$ cat src/rtl/clock_pkg.sv
// Shared types and default timing constants for the digital clock alarm path.
package clock_pkg;

    // Alarm session states; encodings are visible on state_o.
    typedef enum logic [1:0] {
        IDLE   = 2'd0,
        RING   = 2'd1,
        SNOOZE = 2'd2,
        DONE   = 2'd3
    } alarm_state_t;

    localparam int RING_S_DEF     = 60;
    localparam int SNOOZE_S_DEF   = 540;
    localparam int MAX_SNOOZE_DEF = 3;
    localparam int CW_DEF         = 10;

endpackage

$ cat src/rtl/alarm_seq_sec_countdown.sv
// Loadable, tick-enabled seconds down-counter that saturates at zero.
// Load has priority over decrement, so a load on a tick cycle consumes the tick.
module sec_countdown #(
    parameter int CW = 10
) (
    input  logic          clk,
    input  logic          rst,
    input  logic          load,
    input  logic [CW-1:0] load_val,
    input  logic          dec,
    output logic          zero
);

    logic [CW-1:0] count;

    // Counter register: load wins, otherwise decrement until zero and hold.
    always_ff @(posedge clk or negedge rst) begin
        // NOTE: non-blocking assignments so every register samples pre-edge values.
        if (!rst) begin
            count <= '0;
        end else if (load) begin
            count <= load_val;
        end else if (dec && (count != '0)) begin
            count <= count - 1'b1;
        end
    end

    assign zero = (count == '0);

endmodule

$ cat src/rtl/alarm_seq.sv
// Alarm sequencing controller: turns the level "time equals alarm" match into
// a ring / snooze / stop session with bounded ring time and a snooze limit.
// Optional build macro ALARM_SEQ_BEEP_EN: buzz toggles on every tick in RING
// (1 s on / 1 s off); without it buzz is a steady 1 throughout RING.
module alarm_seq
    import clock_pkg::*;
#(
    parameter int RING_S     = RING_S_DEF,
    parameter int SNOOZE_S   = SNOOZE_S_DEF,
    parameter int MAX_SNOOZE = MAX_SNOOZE_DEF,
    parameter int CW         = CW_DEF
) (
    input  logic       clk,
    input  logic       rst,
    input  logic       tick,
    input  logic       alarmon,
    input  logic       match,
    input  logic       snooze,
    input  logic       stop,
    output logic       buzz,
    output logic [1:0] state_o,
    output logic [1:0] snooze_cnt_o
);

    localparam logic [CW-1:0] RING_LOAD   = CW'(RING_S - 1);
    localparam logic [CW-1:0] SNOOZE_LOAD = CW'(SNOOZE_S - 1);
    localparam logic [1:0]    MAX_CNT     = 2'(MAX_SNOOZE);

    alarm_state_t  state, state_nx;
    logic          buzz_nx;
    logic [1:0]    snooze_cnt, snooze_cnt_nx;
    logic          match_q;
    logic          trigger;
    logic          quit;
    logic          cd_load;
    logic [CW-1:0] cd_load_val;
    logic          cd_dec;
    logic          cd_zero;

    // Only a rising match with the alarm enabled starts a session, so turning
    // alarmon on inside a matching minute does not ring.
    assign trigger = match & ~match_q & alarmon;
    // Disabling the alarm and pressing stop end a session the same way.
    assign quit    = ~alarmon | stop;

    sec_countdown #(
        .CW (CW)
    ) u_countdown (
        .clk      (clk),
        .rst      (rst),
        .load     (cd_load),
        .load_val (cd_load_val),
        .dec      (cd_dec),
        .zero     (cd_zero)
    );

    // State, buzzer, snooze count and match history registers.
    always_ff @(posedge clk or negedge rst) begin
        // NOTE: all state resets asynchronously so buzz drops the moment rst falls.
        if (!rst) begin
            state      <= IDLE;
            buzz       <= 1'b0;
            snooze_cnt <= 2'd0;
            match_q    <= 1'b0;
        end else begin
            state      <= state_nx;
            buzz       <= buzz_nx;
            snooze_cnt <= snooze_cnt_nx;
            match_q    <= match;
        end
    end

    // Next-state, next-buzz and countdown control; buttons outrank the tick.
    always_comb begin
        // NOTE: every output gets a default first so no latch is inferred.
        state_nx      = state;
        buzz_nx       = buzz;
        snooze_cnt_nx = snooze_cnt;
        cd_load       = 1'b0;
        cd_load_val   = RING_LOAD;
        cd_dec        = 1'b0;

        case (state)
            IDLE: begin
                buzz_nx = 1'b0;
                if (trigger) begin
                    state_nx      = RING;
                    buzz_nx       = 1'b1;
                    snooze_cnt_nx = 2'd0;
                    cd_load       = 1'b1;
                    cd_load_val   = RING_LOAD;
                end
            end

            RING: begin
                if (quit) begin
                    state_nx = DONE;
                    buzz_nx  = 1'b0;
                end else if (snooze) begin
                    buzz_nx = 1'b0;
                    if (snooze_cnt < MAX_CNT) begin
                        state_nx      = SNOOZE;
                        snooze_cnt_nx = snooze_cnt + 2'd1;
                        cd_load       = 1'b1;
                        cd_load_val   = SNOOZE_LOAD;
                    end else begin
                        // Snooze budget exhausted: behaves like stop.
                        state_nx = DONE;
                    end
                end else if (tick) begin
                    if (cd_zero) begin
                        state_nx = DONE;
                        buzz_nx  = 1'b0;
                    end else begin
                        cd_dec = 1'b1;
`ifdef ALARM_SEQ_BEEP_EN
                        buzz_nx = ~buzz;
`else
                        buzz_nx = 1'b1;
`endif
                    end
                end
            end

            SNOOZE: begin
                buzz_nx = 1'b0;
                if (quit) begin
                    state_nx = DONE;
                end else if (tick) begin
                    if (cd_zero) begin
                        state_nx    = RING;
                        buzz_nx     = 1'b1;
                        cd_load     = 1'b1;
                        cd_load_val = RING_LOAD;
                    end else begin
                        cd_dec = 1'b1;
                    end
                end
            end

            DONE: begin
                // Holds until the matching minute has fully passed, which
                // blocks a retrigger within the same minute.
                buzz_nx = 1'b0;
                if (!match && !match_q) begin
                    state_nx      = IDLE;
                    snooze_cnt_nx = 2'd0;
                end
            end

            default: begin
                state_nx = IDLE;
                buzz_nx  = 1'b0;
            end
        endcase
    end

    assign state_o      = state;
    assign snooze_cnt_o = snooze_cnt;

endmodule

$ cat config.mk
export PLATFORM = sky130hd
export DESIGN_NAME = alarm_seq
export DESIGN_NICKNAME = d
export VERILOG_FILES = /design/src/rtl/clock_pkg.sv /design/src/rtl/alarm_seq_sec_countdown.sv /design/src/rtl/alarm_seq.sv
export SDC_FILE = /design/constraint.sdc
export NUM_CORES = 1
export LEC_CHECK = 0
export ABC_AREA = 1
export ABC_CLOCK_PERIOD_IN_PS = 2100
export CAP_MARGIN = 20
export CORE_MARGIN = 2
export CORE_UTILIZATION = 25
export CTS_BUF_LIST = sky130_fd_sc_hd__clkbuf_4 sky130_fd_sc_hd__clkbuf_8 sky130_fd_sc_hd__clkbuf_16
export CTS_CLUSTER_DIAMETER = 100
export CTS_CLUSTER_SIZE = 30
export DETAILED_ROUTE_END_ITERATION = 8
export DONT_BUFFER_PORTS = 1
export MAX_ROUTING_LAYER = met4
export PLACE_DENSITY = 0.42
export SLEW_MARGIN = 20
export SYNTH_ARGS = -nofsm -noshare
export SYNTH_HDL_FRONTEND = slang
export SYNTH_SLANG_ARGS = --single-unit
$ cat constraint.sdc
create_clock -name clk -period 2.1 [get_ports clk]
set_input_delay 0.21 -clock clk [delete_from_list [all_inputs] [get_ports clk]]
set_output_delay 0.21 -clock clk [all_outputs]
set_load 0.05 [all_outputs]
-- After elaboration in Yosys (flattened, before gate mapping)
Index checks and enable logic that the tools add are counted.
- register bits: 16
- bitwise operators: 5
- magnitude comparators: 1
- reductions and logical operators: 11
- multiplexer cells: 40
- equal/unequal tests: 12
- $add $sub $neg: 2
- operators with widths (operator ; count):
    $mux W10 ; 6
    $mux W2 ; 13
    $mux W1 ; 16
    $reduce_and A6 Y1 ; 2
    $logic_not A10 Y1 ; 1
    $ne A2 B2 Y1 const B ; 5
    $reduce_bool A10 Y1 ; 1
    $sub A10 B1 Y10 const B ; 1
    $ne A4 B4 Y1 const B ; 2
    $pmux W2 S4 ; 1
    $ne A3 B3 Y1 const B ; 2
    $pmux W2 S3 ; 1
    $eq A2 B2 Y1 const B ; 2
    $pmux W1 S4 ; 1
    $pmux W1 S3 ; 1
    $reduce_bool A3 Y1 ; 1
    $add A2 B1 Y2 const B ; 1
    $and A1 B1 Y1 ; 2
    $eq A2 B1 Y1 const B ; 1
    $logic_and A1 B1 Y1 ; 2
    $logic_not A1 Y1 ; 2
    $logic_not A2 Y1 ; 1
    $lt A2 B2 Y1 const B ; 1
    $not A1 Y1 ; 2
    other kinds (3) ; 3

-- Longest topological paths before layout
- depth in word-level cells: 9
- gate-level depth with buffers: 11
- mapped depth without buffers: 11

-- Cells and area by module
Synthesis repeated with hierarchy kept, for this count alone.
- cell total of the unflattened synthesis: 200
- area, all modules: 1326.3 µm²
- by module, submodules not included (module ; seq. area each (µm²) ; area each (µm²) ; cells an instance ; times used):
    sec_countdown ; 250.2 ; 758.2 ; 118 ; 1
    alarm_seq ; 150.1 ; 568.0 ; 82 ; 1

-- Worst setup path after synthesis
OpenSTA, ideal clock, no wires.
- path type: flip-flop to flip-flop
- from: register state[1], in the netlist state_o[1]
- to: register u_countdown.count[4]
- data required time: 1974 ps
- buffers on the path: 1
- stages on the path, launching flop included: 9
- clock period less this slack: 1858 ps
- arrival time: 1732 ps
- setup slack: 242 ps
- path through: dfrtp_1 -> inv_1 -> ha_1 -> nand2_2 -> a21oi_2 -> nand4_1 -> buf_6 -> o21ai_2 -> nand3_1
- cells in the longest elaborated chain, start to end: 4
- elaborated cells between the ends (all ways): 9
- RTL lines (element ; line ; source):
    from (decl) ; alarm_seq.sv:29 ; alarm_state_t state, state_nx;
    from (signal assigned) ; alarm_seq.sv:66 ; state <= state_nx;
    $eq A2 B2 Y1 or $eq A2 B1 Y1 (tied branches) ; alarm_seq.sv:83 ; case (state)
    $pmux W1 S2 ; alarm_seq.sv:83 ;
    $logic_and A1 B1 Y1 ; alarm_seq_sec_countdown.sv:23 ; end else if (dec && (count != '0)) begin
    $reduce_bool A2 Y1 (no line) ; n/a ;
    to (signal assigned) ; alarm_seq_sec_countdown.sv:22 ; count <= load_val;
    to (signal assigned) ; alarm_seq_sec_countdown.sv:24 ; count <= count - 1'b1;
    to (decl) ; alarm_seq_sec_countdown.sv:14 ; logic [CW-1:0] count;
Several ways; a longest one is shown, not always the timed one.
A chain may end at the register's enable or synchronous reset.

-- Worst setup path after layout
- from: register state[0], in the netlist state_o[0]
- to: register state[0], in the netlist state_o[0]
- cells in the longest elaborated chain, start to end: 3
- elaborated cells between the ends (all ways): 12
- RTL lines (element ; line):
    $eq A2 B1 Y1 (tied with other cells) ; alarm_seq.sv:83
    $ne A4 B4 Y1 (no line) (tied with other cells) ; n/a
    $reduce_and A6 Y1 (no line) ; n/a
Several ways; a longest one is shown, not always the timed one.

==> reports/metrics.yaml <==
critical_path:
  path_class: "reg -> reg"
  r2r-start: "state_o[0]"
  crit_buf_inv: 2
  crit_required_ns: 2.24
  start_kind: "flop"
  crit_path_top_delay_cell: "dfrtp_1"
  crit_path_cell_trace: "buf_4, ha_1, inv_1, nor2_1, a21oi_1, nand3_2, o21ai_0, o21ai_1"
  crit_path_start: "state_o[0]"
  r2r_end: "state_o[0]"
  crit_arrival_ns: 1.90
  cpPeakStageDelay_ns: 0.41
  endpoint_kind: "flop"
  r2r_cells: 8
  r2r_slack_ns: 0.34
  cp_top_family: "compound AO/OA/AOI/OAI gates"
  critPathMaxFanout: 4
final_layout:
  nets: 185
  fill_cells: 476
  layoutNonFillerInstCount: 221
  seq_area_um2: 400
  drive_gt1_share_pct: 16.6
  area_growth_pct: 14.8
  multi_input_area_um2: 652
  diodes: 0
routing:
  drc_errors: 0
  ant_nets: 0
  drt_wl_total_um: 2680
  vias_per_cell: 4.76
  wl_per_cell_um: 12.1
  drt_pre_antenna_iters: 4
  vias: 1052
  drt_iter0_markers: 56
timing:
  period_share_pct: 83.7
  rsz0062_at_grt: "false"
  clock_skew_ns: 0.000837
  fin_crit_ns: 1.76
  hold_viol: 0
  fmax_ghz: 0.569
  slew_violations: 0
  tns_ns: 0
  max_slew_margin_pct: 47.1
  tightest_slew_ns: 0.790
  fin_ws_ns: 0.341
  setup_viol: 0
synth:
  syn-num-nets: 173
  yosys.area.top_type: "dfrtp_1"
  async_reset_ff_share_pct: 100
  ys_warn_count: 0
  synth_area_leaders: "dfrtp_1 (35%), nand2_1 (13%), nand3_1 (9.1%), ha_1 (8.7%), inv_1 (6.5%)"
  synth_top_cell_area_share_pct: 34.7
  synth_edf_count: 0
  yosysSeqAreaShare_pct: 34.7
  synth_area_um2: 1150
  synthMostInstantiatedCell: "nand2_1"
  postSynthCellCount: 158
  yosysUniqueCellTypes: 22
  synth_seq_cells: 16
  syn-mean-instance-area_um2: 7.30
  synth_common_cells: "nand2_1 (39), nand3_1 (21), inv_1 (20)"
  synth_top_flop_cell: "dfrtp_1"
placement:
  dp_slack_ns: 0.342
  port_buffers: 0
  gp_congestion: 0.794
  hpwl_um: 2110
  post-place-cells: 215
worst_hold_path:
  whs_path_depth: 3
  hp-class: "in -> reg"
  worstHoldStart: "tick"
  hold_end: "buzz"
global_routing:
  grt.overflow.total: 0
  grt_pass1_vias: 1052
  grt.total_usage_pct: 12.1
  grt_pass1_wl_um: 4750
  antenna_found_initial: 0
  grt_max_degree: 17
cts:
  cts_tree: "built"
  clk_pin_slew_ns: 0.07
  clock_path_buffers: 2
  clock_latency_ns: 0.25
  root_buffer: "clkbuf_8"
  cts_setup_buffers: 0
  htreeDepth: 1
  numCtsBuffers: 3
  clock_sinks: 16
pwr:
  p_leak_nw: 0.669
  p_per_area_nw_per_um2: 1260
  ir_drop_uv: 576
floorplanning:
  dieArea_um2: 5170
  io_pins: 12
  design.core.area_um2: 4410
  die_w_um: 71.9
  initial_utilization_pct: 26.1
  rows: 24
  die_y_um: 71.9
run:
  drv_cap: 0
outcome:
  status: "complete, no violations"
==> what timing repair did <==
action                     4_1_cts  5_1_grt
hold buffers                     2        0
hold endpoints to repair        17        0
setup endpoints to repair        0        0
gates resized for setup          0        0
==> kinds of logic after synthesis <==
| family | count (synthesis) | synth area share [%] |
|---|---|---|
| AO/OA/AOI/OAI | 18 | 9.22 |
| adder cells (fa/ha/maj) | 8 | 8.68 |
| flip-flops | 16 | 34.7 |
| AND/OR/NAND/NOR | 91 | 37.1 |
| XOR/XNOR | 2 | 1.52 |
| buffers and inverters | 23 | 8.78 |
==> worst reg2reg max path, cell delays in order (launching register included) <==
cell and delay (ns):
dfrtp_1 0.41, buf_4 0.21, ha_1 0.20, inv_1 0.13, nor2_1 0.07, a21oi_1 0.23
nand3_2 0.15, o21ai_0 0.16, o21ai_1 0.08
==> routing by layer <==
metal	global-route usage (%)	part of all wire, %
met5	-	0
met3	3.47	3.8
met1	15.0	49
met4	3.35	1.2
met2	19.5	46
==> area by class of cell <==
type                            count  area share (%)
Multi-Input combinational cell    119            49.2
Sequential cell                    16            30.2
Inverter                           21            5.95
Timing Repair Buffer                9            5.48
Tap cell                           52            4.91
Clock buffer                        4            4.16
==> metrics by stage <==
| step | utilization [%] | hold WS [ns] | instance area (µm²) | power (mW) |
|---|---|---|---|---|
| floorplan | - | -0.0856 | 1150 | 1.17 |
| global placement | 28.3 | -0.0850 | 1250 | 1.38 |
| detailed placement | 28.3 | -0.0850 | 1250 | 1.40 |
| CTS | 30.0 | 0.156 | 1320 | 1.70 |
| global route | 30.0 | 0.165 | 1320 | 1.83 |
| finish | 30.0 | 0.156 | 1320 | 1.67 |
==> sequential cells by signal, indices dropped and copies added, names as in the netlist <==
| name | count |
|---|---|
| match_q | 1 |
| state_o | 2 |
| buzz | 1 |
| snooze_cnt_o | 2 |
| u_countdown.count | 10 |
==> worst max path at each step <==
stage	end	slack, ns	cells after the start
finish	state_o[0]	0.34	8
global route	u_countdown.count[3]	0.13	8
CTS	snooze_cnt_o[0]	0.33	8
detailed placement	snooze_cnt_o[0]	0.34	8
global placement	state_o[0]	0.34	8
floorplan	u_countdown.count[4]	0.24	8
==> power breakdown <==
part	switching (mW)	internal, mW
clock	0.113	0.167
sequential	0.119	0.418
combinational	0.560	0.296
==> cell usage in the layout (no fill, tap or decap), types with 5 or more instances in the layout <==
master and instances:
buf_4 7, dfrtp_1 16, ha_1 8, inv_1 20, nand2_1 39, nand3_1 21
nand4_1 5, nor2_1 11, nor2_2 5, o21ai_0 6
No activity file was read; power rests on OpenSTA's default activity.
